**src/rtl/inst_sequencer.sv**
```systemverilog
// inst_sequencer: multi-cycle instruction decoder/sequencer.
// Takes 32-bit instruction words over a valid/ready handshake and checks the
// condition field against the flags register. It drives the external register
// file and ALU, owns the flags register, and runs MUL/DIV iteratively
// (shift-add multiply, restoring divide).
//
// Handshake: an instruction transfers on a rising clk edge where
// ir_valid && ir_ready. ir_ready is high only in IDLE while reset is high.
// The word is latched into ir_q, so the producer may change ir after the
// transfer edge.
module inst_sequencer #(
    parameter int DATA_W   = 8,
    parameter int NUM_REGS = 4,
    parameter int ADDR_W   = 8,
    localparam int RSEL_W  = $clog2(NUM_REGS)
) (
    input  logic              clk,
    input  logic              reset,
    input  logic [31:0]       ir,
    input  logic              ir_valid,
    output logic              ir_ready,
    output logic [RSEL_W-1:0] ra_sel,
    input  logic [DATA_W-1:0] ra_data,
    output logic [RSEL_W-1:0] rb_sel,
    input  logic [DATA_W-1:0] rb_data,
    output logic              reg_w,
    output logic [RSEL_W-1:0] reg_w_sel,
    output logic [DATA_W-1:0] reg_w_data,
    output logic [DATA_W-1:0] alu_a,
    output logic [DATA_W-1:0] alu_b,
    output logic [3:0]        alu_op,
    input  logic [DATA_W-1:0] alu_c,
    input  logic [7:0]        alu_flags,
    output logic              jmp,
    output logic [ADDR_W-1:0] jmp_addr,
    output logic              hlt,
    output logic              illegal,
    output logic              busy,
    output logic [7:0]        flags,
    output logic [2:0]        dbg_state_o
);

    localparam int CNT_W = $clog2(DATA_W + 1);

    typedef enum logic [2:0] {
        S_IDLE  = 3'd0,
        S_EXEC  = 3'd1,
        S_MD    = 3'd2,
        S_WB_LO = 3'd3,
        S_WB_HI = 3'd4,
        S_HALT  = 3'd5
    } state_t;

    state_t state_q, state_d;

    logic [31:0]       ir_q;
    logic [7:0]        flags_q;
    logic [DATA_W-1:0] md_hi_q;   // product high half / partial remainder
    logic [DATA_W-1:0] md_lo_q;   // multiplier then product low half / dividend then quotient
    logic [DATA_W-1:0] md_op_q;   // multiplicand / divisor
    logic [CNT_W-1:0]  md_cnt_q;
    logic              md_div_q;

    // Instruction fields of the latched word
    logic [4:0]        f_cond;
    logic [2:0]        f_super;
    logic [3:0]        f_sub;
    logic [3:0]        f_funct;
    logic [7:0]        f_a1;
    logic [7:0]        f_a2;
    logic [RSEL_W-1:0] a1_sel;
    logic [RSEL_W-1:0] a2_sel;
    logic [DATA_W-1:0] imm_a2;

    assign f_cond  = ir_q[31:27];
    assign f_super = ir_q[26:24];
    assign f_sub   = ir_q[23:20];
    assign f_funct = ir_q[19:16];
    assign f_a1    = ir_q[15:8];
    assign f_a2    = ir_q[7:0];
    assign a1_sel  = f_a1[RSEL_W-1:0];
    assign a2_sel  = f_a2[RSEL_W-1:0];
    assign imm_a2  = DATA_W'(f_a2);

    // Condition codes evaluated against the architectural flags
    function automatic logic cond_eval(input logic [4:0] c, input logic [7:0] f);
        logic cf, af, zf, sf, pf, vf;
        cf = f[0];
        af = f[1];
        zf = f[2];
        sf = f[3];
        pf = f[4];
        vf = f[5];
        case (c)
            5'd0:    cond_eval = 1'b1;
            5'd1:    cond_eval = zf;
            5'd2:    cond_eval = ~zf;
            5'd3:    cond_eval = sf;
            5'd4:    cond_eval = ~sf;
            5'd5:    cond_eval = ~(zf | (sf ^ vf));
            5'd6:    cond_eval = ~(sf ^ vf);
            5'd7:    cond_eval = sf ^ vf;
            5'd8:    cond_eval = zf | (sf ^ vf);
            5'd9:    cond_eval = ~(zf | cf);
            5'd10:   cond_eval = ~cf;
            5'd11:   cond_eval = cf;
            5'd12:   cond_eval = cf | zf;
            5'd13:   cond_eval = vf;
            5'd14:   cond_eval = ~vf;
            5'd15:   cond_eval = pf;
            5'd16:   cond_eval = ~pf;
            5'd17:   cond_eval = af;
            5'd18:   cond_eval = ~af;
            default: cond_eval = 1'b0;
        endcase
    endfunction

    // Decode: which args name registers, legality, and whether EXEC acts
    logic uses_a1, uses_a2, a1_ok, a2_ok;
    logic is_illegal, cond_true, exec_go;
    logic is_mul, is_div, div_zero;

    always_comb begin
        uses_a1 = 1'b0;
        uses_a2 = 1'b0;
        if (f_super == 3'd0) begin
            case (f_funct)
                4'd3, 4'd4:       uses_a1 = 1'b1;
                4'd5, 4'd6, 4'd7: begin
                    uses_a1 = 1'b1;
                    uses_a2 = 1'b1;
                end
                default: ;
            endcase
        end else begin
            uses_a1 = 1'b1;
            uses_a2 = (f_sub == 4'd0);
        end
        a1_ok      = ((f_a1 >> RSEL_W) == 8'd0);
        a2_ok      = ((f_a2 >> RSEL_W) == 8'd0);
        is_illegal = (f_cond > 5'd18)
                   || ((f_super == 3'd0) && (f_funct > 4'd7))
                   || (uses_a1 && !a1_ok)
                   || (uses_a2 && !a2_ok);
        cond_true  = cond_eval(f_cond, flags_q);
        exec_go    = (state_q == S_EXEC) && !is_illegal && cond_true;
        is_mul     = (f_super == 3'd0) && (f_funct == 4'd6);
        is_div     = (f_super == 3'd0) && (f_funct == 4'd7);
        div_zero   = is_div && (rb_data == '0);
    end

    // One MD iteration plus the flags produced at write-back
    logic [DATA_W:0]   mul_sum;
    logic [DATA_W:0]   div_shift;
    logic [DATA_W:0]   div_trial;
    logic [DATA_W-1:0] md_hi_step;
    logic [DATA_W-1:0] md_lo_step;
    logic [7:0]        md_flags;

    always_comb begin
        mul_sum    = {1'b0, md_hi_q} + (md_lo_q[0] ? {1'b0, md_op_q} : '0);
        div_shift  = {md_hi_q, md_lo_q[DATA_W-1]};
        div_trial  = div_shift - {1'b0, md_op_q};
        md_hi_step = mul_sum[DATA_W:1];
        md_lo_step = {mul_sum[0], md_lo_q[DATA_W-1:1]};
        if (md_div_q) begin
            if (!div_trial[DATA_W]) begin
                md_hi_step = div_trial[DATA_W-1:0];
                md_lo_step = (md_lo_q << 1) | DATA_W'(1);
            end else begin
                md_hi_step = div_shift[DATA_W-1:0];
                md_lo_step = md_lo_q << 1;
            end
        end
        if (md_div_q) begin
            md_flags = {2'b00, 1'b0, ~^md_lo_q, md_lo_q[DATA_W-1], ~|md_lo_q, 1'b0, 1'b0};
        end else begin
            md_flags = {2'b00, |md_hi_q, ~^md_lo_q, md_lo_q[DATA_W-1],
                        ~(|md_hi_q | |md_lo_q), 1'b0, |md_hi_q};
        end
    end

    // State register
    always_ff @(posedge clk) begin
        if (!reset) state_q <= S_IDLE;
        else        state_q <= state_d;
    end

    // Next-state logic
    always_comb begin
        state_d = state_q;
        case (state_q)
            S_IDLE:  if (ir_valid) state_d = S_EXEC;
            S_EXEC: begin
                state_d = S_IDLE;
                if (exec_go && (f_super == 3'd0)) begin
                    if (f_funct == 4'd1)              state_d = S_HALT;
                    else if (is_mul)                  state_d = S_MD;
                    else if (is_div && !div_zero)     state_d = S_MD;
                end
            end
            S_MD:    if (md_cnt_q == CNT_W'(DATA_W - 1)) state_d = S_WB_LO;
            S_WB_LO: state_d = S_WB_HI;
            S_WB_HI: state_d = S_IDLE;
            S_HALT:  state_d = S_HALT;
            default: state_d = S_IDLE;
        endcase
    end

    // Outputs: register-file/ALU drive, strobes and status
    always_comb begin
        ir_ready    = reset && (state_q == S_IDLE);
        busy        = (state_q != S_IDLE);
        hlt         = (state_q == S_HALT);
        flags       = flags_q;
        dbg_state_o = state_q;
        ra_sel      = a1_sel;
        rb_sel      = a2_sel;
        alu_a       = ra_data;
        alu_b       = (f_sub != 4'd0) ? imm_a2 : rb_data;
        alu_op      = f_funct;
        reg_w       = 1'b0;
        reg_w_sel   = a1_sel;
        reg_w_data  = '0;
        jmp         = 1'b0;
        jmp_addr    = '0;
        illegal     = (state_q == S_EXEC) && is_illegal;
        if (exec_go) begin
            if (f_super == 3'd0) begin
                case (f_funct)
                    4'd2: begin
                        jmp      = 1'b1;
                        jmp_addr = ADDR_W'(f_a1);
                    end
                    4'd3: begin
                        jmp      = 1'b1;
                        jmp_addr = ADDR_W'(ra_data);
                    end
                    4'd4: begin
                        reg_w      = 1'b1;
                        reg_w_data = imm_a2;
                    end
                    4'd5: begin
                        reg_w      = 1'b1;
                        reg_w_data = rb_data;
                    end
                    default: ;
                endcase
            end else begin
                reg_w      = 1'b1;
                reg_w_data = alu_c;
            end
        end
        if (state_q == S_WB_LO) begin
            reg_w      = 1'b1;
            reg_w_data = md_lo_q;
        end
        if (state_q == S_WB_HI) begin
            reg_w      = 1'b1;
            reg_w_sel  = a1_sel + RSEL_W'(1);
            reg_w_data = md_hi_q;
        end
        if (!reset) begin
            reg_w   = 1'b0;
            jmp     = 1'b0;
            illegal = 1'b0;
        end
    end

    // Datapath: instruction latch, flags and the MUL/DIV engine
    always_ff @(posedge clk) begin
        if (!reset) begin
            ir_q     <= '0;
            flags_q  <= '0;
            md_hi_q  <= '0;
            md_lo_q  <= '0;
            md_op_q  <= '0;
            md_cnt_q <= '0;
            md_div_q <= 1'b0;
        end else begin
            if ((state_q == S_IDLE) && ir_valid) begin
                ir_q <= ir;
            end
            if (exec_go) begin
                if (f_super != 3'd0) begin
                    flags_q <= alu_flags;
                end else if (div_zero) begin
                    flags_q[5] <= 1'b1;
                end else if (is_mul || is_div) begin
                    md_hi_q  <= '0;
                    md_lo_q  <= is_mul ? rb_data : ra_data;
                    md_op_q  <= is_mul ? ra_data : rb_data;
                    md_cnt_q <= '0;
                    md_div_q <= is_div;
                end
            end
            if (state_q == S_MD) begin
                md_hi_q  <= md_hi_step;
                md_lo_q  <= md_lo_step;
                md_cnt_q <= md_cnt_q + CNT_W'(1);
            end
            if (state_q == S_WB_HI) begin
                flags_q <= md_flags;
            end
        end
    end

endmodule

```
**config.mk**
```make
export PLATFORM = sky130hd
export DESIGN_NAME = inst_sequencer
export DESIGN_NICKNAME = d
export VERILOG_FILES = /design/src/rtl/inst_sequencer.sv
export SDC_FILE = /design/constraint.sdc
export NUM_CORES = 1
export LEC_CHECK = 0
export ABC_AREA = 1
export CORE_ASPECT_RATIO = 0.7
export CORE_MARGIN = 2
export CORE_UTILIZATION = 51
export DETAILED_ROUTE_END_ITERATION = 12
export GPL_ROUTABILITY_DRIVEN = 0
export GPL_TIMING_DRIVEN = 0
export PLACE_DENSITY = 0.81
export SYNTH_ARGS = -nofsm -noshare
export SYNTH_HDL_FRONTEND = slang
export SYNTH_SLANG_ARGS = --single-unit
```
**constraint.sdc**
```tcl
create_clock -name clk -period 2.6 [get_ports clk]
set_input_delay 0.39 -clock clk [delete_from_list [all_inputs] [get_ports clk]]
set_output_delay 0.39 -clock clk [all_outputs]
set_load 0.01 [all_outputs]
```
After elaboration in Yosys (flattened, before gate mapping)
Cells that the tools add are included.

cells by class
  shift-type cells = 0
  equal/unequal tests = 35
  multiplexer cells = 62
  divide/modulo/power cells = 0
  add/subtract/negate cells = 4
  reductions and logical operators = 49
  order comparisons = 2
  multipliers = 0
  bitwise gates (word level) = 16

operators by type and width
  cell                                                             number
  8-bit two-way mux                                                25
  5-bit by 4-bit == test with 1-bit output, second input constant  8
  8-bit one-hot mux with 2 select lines                            2
  8-bit zero test                                                  3
  4-bit by 3-bit == test with 1-bit output, second input constant  5
  5-bit by 3-bit == test with 1-bit output, second input constant  4
  4-bit two-way mux                                                5
  1-bit one-hot mux with 19 select lines                           1
  1-bit two-way mux                                                18
  8-bit OR reduction                                               2
  5-bit == test, second input constant                             3
  3-bit one-hot mux with 5 select lines                            1
  1-bit logical AND                                                13
  3-bit two-way mux                                                4
  1-bit inverter                                                   12
  5-bit by 2-bit == test with 1-bit output, second input constant  2
  8-bit by 8-bit adder with 9-bit output                           1
  3-bit nonzero test                                               3
  9-bit by 8-bit subtractor with 9-bit output                      1
  4-bit by 2-bit == test with 1-bit output, second input constant  2
  2-bit two-way mux                                                4
  4-bit AND reduction                                              2
  2-bit nonzero test                                               4
  8-bit XNOR reduction                                             1
  other kinds (25)                                                 42

word-level totals
  memory bits (read-only) = 0
  latch bits = 0
  bits in writable memories = 0
  memories kept = 0
  word-level logic and storage cells = 177
  register bits = 72
  bits of input ports = 67

Depth between registers and ports, before layout
Gate-level depths: netlist of run 1.

  depth in word-level cells = 14
  depth in mapped cells = 15
  depth with buffers taken out = 14

Worst setup path after synthesis of run 1
No wires, ideal clock.

  path kind = flip-flop to flip-flop
  start = reg md_lo_q[7]
  end = reg md_lo_q[0]
  arrival = 2.012 ns
  path buffers = 0
  period minus slack after synthesis = 2.124 ns
  path slack = 0.476 ns
  library setup time = 0.112 ns
  stages on the path, launching flop included = 15
  required time = 2.488 ns
  path through = dfxtp_1 inv_1 ha_1 inv_1 fa_1 nand3_1 nand2_1 nand3_1 nand2_1 nand2_1 nand2_1 o21ai_0 o21ai_0 nor2_1 nor2_1

between the ends
  cells in the longest elaborated chain, start to end = 4

ends and longest elaborated chain
  item                                         line  RTL
  start, declared                              59    logic [DATA_W-1:0] md_lo_q;
  start signal, assigned                       291   md_lo_q <= is_mul ? rb_data : ra_data;
  start signal, assigned                       299   md_lo_q <= md_lo_step;
  9-bit by 8-bit subtractor with 9-bit output  163   div_trial = div_shift - {1'b0, md_op_q};
  1-bit two-way mux                            167   if (!div_trial[DATA_W]) begin
  8-bit two-way mux                            166   if (md_div_q) begin
  8-bit two-way mux                            297   if (state_q == S_MD) begin

No other way between the ends.
A chain may end at the register's enable or synchronous reset.

Worst setup path after layout of run 1
  start = reg ir_q[26]
  end = out jmp_addr[6]

between the ends
  cells in the longest elaborated chain, start to end = 9

ends and longest elaborated chain
  item                                                           line           RTL
  start, declared                                                56             logic [31:0] ir_q;
  start signal, assigned                                         282            ir_q <= ir;
  3-bit zero test (*)                                            126, 142, 229
  1-bit two-way mux / 1-bit logical AND (equally long branches)  126, 142
  1-bit logical AND / 1-bit logical OR (equally long branches)   143, 142
  1-bit logical OR                                               143            || (uses_a1 && !a1_ok)
  1-bit logical OR                                               144            || (uses_a2 && !a2_ok);
  1-bit zero test                                                146            exec_go = (state_q == S_EXEC) && !is_illegal && cond_true;
  1-bit logical AND (2 in series)                                146
  8-bit two-way mux (*)                                          228            if (exec_go) begin
  end, declared                                                  35             output logic [ADDR_W-1:0] jmp_addr,

Mark *: on every way between the ends. The rest lies on a longest branch, timed or not.

==> summary.txt, run 1 <==
Setup path
  • Setup crit end kind: output pin
  • Reg2reg path depth: 12
  • Cell family with most CP delay: simple AND/OR/NAND/NOR gates
  • CP cell instances: nor3_4 > nand3_1 > o21ai_2 > nand3_2 > nor2_4 > nand2_2 > inv_2 > buf_8 > nand2_4 > nor2_4 > clkdlybuf4s15_2
  • Most used cell, CP: nor2_4
  • WP buf/inv: 3
  • Startpoint Class: register
  • Crit. Startpoint: ir_q[26]
  • Req. time, crit path: 2210 ps
  • CP max stage delay: 330 ps
  • R2R Path Start: md_lo_q[7]
  • Critical path class: reg2out
  • Slowest library cell on the worst path: dfxtp_2
  • R2r setup slk: 210 ps
  • RR Endpoint: md_hi_q[0]
  • Critical-path maximum fanout: 6
  • Data arrival time of the worst path: 2250 ps

Die
  • Row Count: 31
  • Die area: 11400 sq um
  • Initial core utilization: 0.522
  • Die H: 89.8 um
  • Core area: 10300 sq um
  • I/O Pins: 126
  • Die width: 127 um

Detailed routing
  • Top sig layer: met4
  • Routed WL: 18.6 mm
  • Vias per std cell: 5.59
  • Final ANT Viol Nets: 0
  • Routed wl met2: 7.70 mm
  • Met3 wire length: 2.36 mm
  • Met1 wire length: 8.19 mm
  • DR iter-0 viols: 590
  • DRC: 0
  • Vias after detailed routing: 6407
  • Wire per inst: 16.2 um
  • Total iterations of the first detailed-routing run: 5

Placed design
  • Dpl ws: -410 ps
  • Detail Placement HPWL: 14.1 mm
  • Post-place instance area: 6780 sq um
  • PortBufs: 125
  • Placed cell count: 1116

Global route
  • First-pass GRT wire length: 28.3 mm
  • Vias in the first global route: 5651
  • Total GRT Usage: 0.310
  • Initial antenna violation count: 0
  • Largest net degree at the start of global routing: 13
  • Grt ovf: 0

Pwr
  • Pwr/cell area: 471 nW/um^2
  • Static Leak: 3.27 nW
  • Peak VDD IR: 0.325 mV
  • Tot Pwr: 3.46 mW

Outcome
  • Status: finished with violations
  • Failing checks: negative setup slack

Cells and area
  • Syn-to-layout area delta: 37.0%
  • Cell area after layout: 7350 sq um
  • Nets: 1099
  • Inserted Diodes: 0
  • Share of layout cells above drive strength 1: 0.135
  • Core Util, Final: 0.715
  • Filler instances: 861
  • Final cell count without fillers: 1146

Min path
  • Hold path cells: 2
  • Worst hold start: ir_q[22]
  • Worst Hold Path EP: ir_q[22]
  • Worst min path class: reg2reg

Timing
  • Endpoints failing setup: 3
  • Tightest Pin Transition: 886 ps
  • Min cycle time layout: 2640 ps
  • Final setup TNS: -97.2 ps
  • Worst slew margin relative to its limit: 0.402
  • Endpoints failing hold: 0
  • Hold Slack: 454 ps
  • Worst setup margin: -42.4 ps
  • Final Max Tran Viols: 0
  • Unrepaired setup endpoints after global routing: true
  • Fmax: 378 MHz
  • Fin crit share: 1.02
  • Fin Clk Skew: 8.93 ps

Clocking
  • Cell chosen for the clock root: clkbuf_16
  • H-tree levels: 3
  • Clk sinks: 72
  • Clock transition at path regs: 60 ps
  • Worst-Skew Late Latency: 340 ps
  • CTS Buffer Depth: 2
  • CTS tree: done
  • CTS buffer count: 9

Logic synthesis
  • Synthesized area per cell: 6.24 sq um
  • Mapped cell area: 5360 sq um
  • Synth top area share: 0.269
  • Post-synthesis sequential area ratio: 0.269
  • Synthesis-stage register bit count: 72
  • Post-synth net total: 949
  • Warnings, synthesis: 0
  • Synth top area cells: dfxtp_1 (27%), nand2_1 (12%), inv_1 (9.2%)
  • Yosys top cell by area: dfxtp_1
  • Yosys cell types: 44
  • Mapped Cells: 859

Flow run
  • Max_cap viols: 0
==> synth_stat cells, drive strengths merged <==
library cell / count
o211ai: 6
a31oi: 1
nand3: 69
fa: 2
o221ai: 8
dfxtp: 72
nor2: 82
o22ai: 16
nand2: 178
a21o: 1
inv: 132
and2: 1
o21ai: 87
a21oi: 79
nand4: 18
ha: 21
a21boi: 2
o2111ai: 2
xnor2: 6
xor2: 4
o21bai: 2
nand3b: 1
clkbuf: 28
nor4: 1
or2: 2
nor3: 4
o311ai: 1
nor3b: 8
a211oi: 2
buf: 23
==> state kept, by name (all words and copies together), names as in the netlist <==
name / count
dbg_state_o: 3
flags: 8
ir_q: 32
md_cnt_q: 4
md_div_q: 1
md_hi_q: 8
md_lo_q: 8
md_op_q: 8
==> cells by family (layout without fill, tap and decap cells) <==
kind of cell,Yosys count,after routing,share of synthesized area
DFF,72,72,0.269
and+or+nand+nor,364,365,0.304
adders and majority gates,23,23,0.0564
AOI/OAI and AO/OA,207,207,0.211
xor gates and xnor gates,10,10,0.0163
buffers and inverters,183,337,0.144
==> cells in the final DEF (no fill, tap or decap), drive strengths merged, types with 3 or more instances in the layout <==
master	synthesis	final
xnor2	6	6
o21ai	87	87
o221ai	8	8
dfxtp	72	72
nor2	82	82
bufinv	0	3
buf	23	51
nand3	69	69
xor2	4	4
nand2	178	179
o211ai	6	6
clkbuf	28	40
a21oi	79	79
nor3	4	4
nor3b	8	8
clkdlybuf4s50	0	106
o22ai	16	16
ha	21	21
inv	132	132
nand4	18	18
==> layout make-up <==
type,count,area (sq um),share of cell area
inverters,132,495,0.0674
clock buffers,11,243,0.0330
multi-input cells,605,3310,0.451
flip-flops and latches,72,1460,0.198
repair buffers,138,1270,0.173
plain buffers,51,303,0.0412
clock inverters,5,104,0.0141
well taps,132,165,0.0225
==> timing repair <==
item                       4_1_cts  5_1_grt
setup buffers                   10        2
setup endpoints to repair       25       28
hold buffers                     0        0
cloned                           0        2
gates resized for setup        104       41
pin swaps                        9        6
==> worst register-to-register path, delay by kind of cell, from the launching register on <==
family                   cells  cell delay, ps
buffers and inverters        2             200
flip-flops                   1             340
AND/OR/NAND/NOR              5             700
AO/OA/AOI/OAI                3             440
adder cells (fa/ha/maj)      2             580
==> where the power goes <==
group	leakage, nW	total [mW]	switching (mW)	internal, mW
Sequential	0.592	1.21	0.0493	1.16
Clock	0.170	1.44	0.481	0.964
Combinational	2.51	0.809	0.439	0.371
==> worst max-delay path by stage <==
stage	endpoint	slack [ps]	cells after the start
floorplan	md_lo_q[0]	480	14
global placement	jmp	-420	6
detailed placement	jmp	-410	6
CTS	jmp_addr[4]	-20	11
global route	jmp_addr[6]	-60	11
finish	jmp_addr[6]	-40	11
==> per-layer routing <==
| layer | vias to the layer above | track usage |
|---|---|---|
| li1 | 3124 | - |
| met1 | 2870 | 0.453 |
| met2 | 377 | 0.450 |
| met3 | 36 | 0.0935 |
| met4 | 0 | 0.0632 |
| met5 | - | 0 |
(Power assumes the default switching activity.)
==> inputs of run 2 (changes only) <==
- CAP_MARGIN: not set -> 30
==> results of run 2 <==
No change in the layout: final DEF, timing and power equal those of run 1.
==> inputs of run 3 (changes only) <==
- CORE_MARGIN: 2 -> not set
==> run 3 against run 2 <==
The run now ends clean. Clock power is essentially flat. Sequential power is essentially flat. Routed wire length grew 1.7%. Via count grew 1.5%. Design area grew 0.68%. Non-clock buffer count grew 4. Utilization grew 2.9 points. Maximum frequency grew 2.4%. Power grew 1.1%. First-iteration DRC count grew 14%. Critical path depth shrank 6. Clock skew shrank 3.1 ps. Critical path type unchanged. Largest cell class unchanged. Largest power group unchanged. Highest routed layer unchanged.
==> summary.txt, run 3 (synthesis results as in run 1) <==
Outcome
  • Status: finished, final reports clean

Clocking
  • Hold buffers post-CTS: 0 (unchanged)
  • H-tree levels: 3 (unchanged)
  • CTS tree: done
  • Worst-Skew Late Latency: 340 ps (about the same)
  • CTS Buffer Depth: 2 (unchanged)
  • CTS buffer count: 9 (unchanged)
  • Cell chosen for the clock root: clkbuf_16
  • Clk sinks: 72 (unchanged)
  • Clock transition at path regs: 60 ps (about the same)

Global route
  • Total GRT Usage: 0.333 (+0.0237)
  • First-pass GRT wire length: 28.7 mm (+1.4%)
  • Largest net degree at the start of global routing: 13 (unchanged)
  • Vias in the first global route: 5711 (+1.1%)
  • Grt ovf: 0 (unchanged)
  • Initial antenna violation count: 0 (unchanged)

Setup path
  • RR Endpoint: md_lo_q[0]
  • Crit. Startpoint: ir_q[20]
  • Setup crit end kind: output pin
  • Critical path class: reg2out
  • Req. time, crit path: 2210 ps (about the same)
  • Reg2reg path depth: 14 (+2)
  • Data arrival time of the worst path: 2190 ps (-60 ps)
  • Cell family with most CP delay: buffers and inverters
  • CP cell instances: inv_1 > nand4_1 > clkbuf_1 > o21ai_0 > clkdlybuf4s50_1
  • R2r setup slk: 180 ps (-30 ps)
  • WP buf/inv: 3 (unchanged)
  • Slowest library cell on the worst path: clkdlybuf4s50_1
  • Startpoint Class: register
  • CP max stage delay: 600 ps (+270 ps)
  • Critical-path maximum fanout: 10 (+4)
  • R2R Path Start: md_lo_q[7]

Timing
  • Tightest Pin Transition: 898 ps (+11.8 ps)
  • Endpoints failing setup: 0 (-3)
  • Fin Clk Skew: 5.81 ps (-3.12 ps)
  • Min cycle time layout: 2580 ps (-61.0 ps)
  • Fin crit share: 0.993 (-0.0235)
  • Fmax: 387 MHz (+2.4%)
  • Final Max Tran Viols: 0 (unchanged)
  • Endpoints failing hold: 0 (unchanged)
  • Worst slew margin relative to its limit: 0.394 (-0.00795)

Cells and area
  • Core Util, Final: 0.744 (+0.0289)
  • Nets: 1103 (+0.36%)
  • Number of flip-flops in the largest register: 32 (unchanged)
  • Most common cell after layout, fill and taps aside: nand2_1
  • Biggest register: ir_q
  • Syn-to-layout area delta: 37.9%
  • Cell area after layout: 7400 sq um (+0.68%)
  • Commonest cells after routing, fill and taps aside: nand2_1 (167), inv_1 (127), clkdlybuf4s50_1 (106), o21ai_0 (83), a21oi_1 (78)
  • Inserted Diodes: 0 (unchanged)
  • Share of layout cells above drive strength 1: 0.139 (+0.00438)

Detailed routing
  • Routed WL: 18.9 mm (+1.7%)
  • Total iterations of the first detailed-routing run: 6 (+1)
  • Vias per std cell: 5.67 (+1.5%)
  • DR iter-0 viols: 670 (+14%)
  • Wire per inst: 16.5 um (+1.7%)
  • Vias after detailed routing: 6503 (+1.5%)
  • DRC: 0 (unchanged)
  • Final ANT Viol Nets: 0 (unchanged)

Placed design
  • Detail Placement HPWL: 14.2 mm (+1.1%)
  • Post-place instance area: 6780 sq um (about the same)
  • PortBufs: 125 (unchanged)

Pwr
  • Tot Pwr: 3.50 mW (+1.1%)
  • Static Leak: 3.31 nW (+1.2%)
  • Peak VDD IR: 0.325 mV (about the same)
  • Pwr/cell area: 473 nW/um^2 (+0.40%)

Flow run
  • Max_cap viols: 0 (unchanged)

Min path
  • Worst hold start: ir_q[21]
  • Worst Hold Path EP: ir_q[21]
  • Worst min path class: reg2reg
  • Hold path cells: 2 (unchanged)

Die
  • Row Count: 30 (-3.2%)
  • Die width: 125 um (-1.6%)
  • I/O Pins: 126 (unchanged)
  • Core area: 9950 sq um (-3.2%)
  • Initial core utilization: 0.539 (+0.0174)
  • Die H: 87.8 um (-2.2%)
  • Die area: 10900 sq um (-3.8%)
## run 3: where the power goes
group	total (mW)	switching, mW	internal (mW)
Sequential	1.21	0.0500	1.16
Clock	1.46	0.494	0.964
Combinational	0.833	0.450	0.384
## run 3: worst reg2reg max path: stages, from the launching register on
cell and delay (ps):
dfxtp_1 330, inv_1 170, ha_1 180, inv_1 70
fa_1 400, nand3_1 90, nand2_1 100, nand3_1 120
nand2_1 80, nand2_2 160, nand2_4 120, o21ai_1 220
o21ai_0 120, nor2_1 120, nor2_1 40
## run 3: layout make-up
| type | count | area (sq um) |
|---|---|---|
| well taps | 128 | 160 |
| inverters | 132 | 495 |
| clock inverters | 5 | 104 |
| fillers | 796 | 2550 |
| multi-input cells | 605 | 3350 |
| plain buffers | 51 | 299 |
| flip-flops and latches | 72 | 1460 |
| clock buffers | 11 | 243 |
| repair buffers | 142 | 1280 |
## run 3: worst max-delay path by stage
| stage | end | cells after the start |
|---|---|---|
| finish | alu_b[1] | 5 |
| global route | reg_w | 12 |
| CTS | jmp_addr[3] | 11 |
| detailed placement | jmp | 6 |
| global placement | reg_w_sel[1] | 7 |
| floorplan | md_lo_q[0] | 14 |
## run 3: metal layers
layer / up-vias / track usage / part of all wire
met4: 0 / 0.0701 / 0.015
met1: 2928 / 0.462 / 0.44
met3: 37 / 0.0922 / 0.12
met5: - / 0 / 0
met2: 408 / 0.520 / 0.43
li1: 3130 / - / -
## run 3: timing repair
| item | CTS | global route |
|---|---|---|
| gates resized for setup | 101 | 51 |
| pin swaps | 8 | 10 |
| setup endpoints to repair | 22 | 37 |
| gates cloned | 1 | 1 |
| setup buffers | 3 | 13 |
## run 3: through the flow
step | hold WS (ps) | instances | worst slack, ps | setup TNS, ps
2_1_floorplan | 429 | 859 | 476 | 0
3_3_place_gp | 441 | 1112 | -391 | -5400
3_5_place_dp | 445 | 1112 | -415 | -5500
4_1_cts | 454 | 1132 | -70.2 | -264
5_1_grt | 492 | 1146 | -20.1 | -64.6
6_report | 455 | 1146 | 18.6 | 0
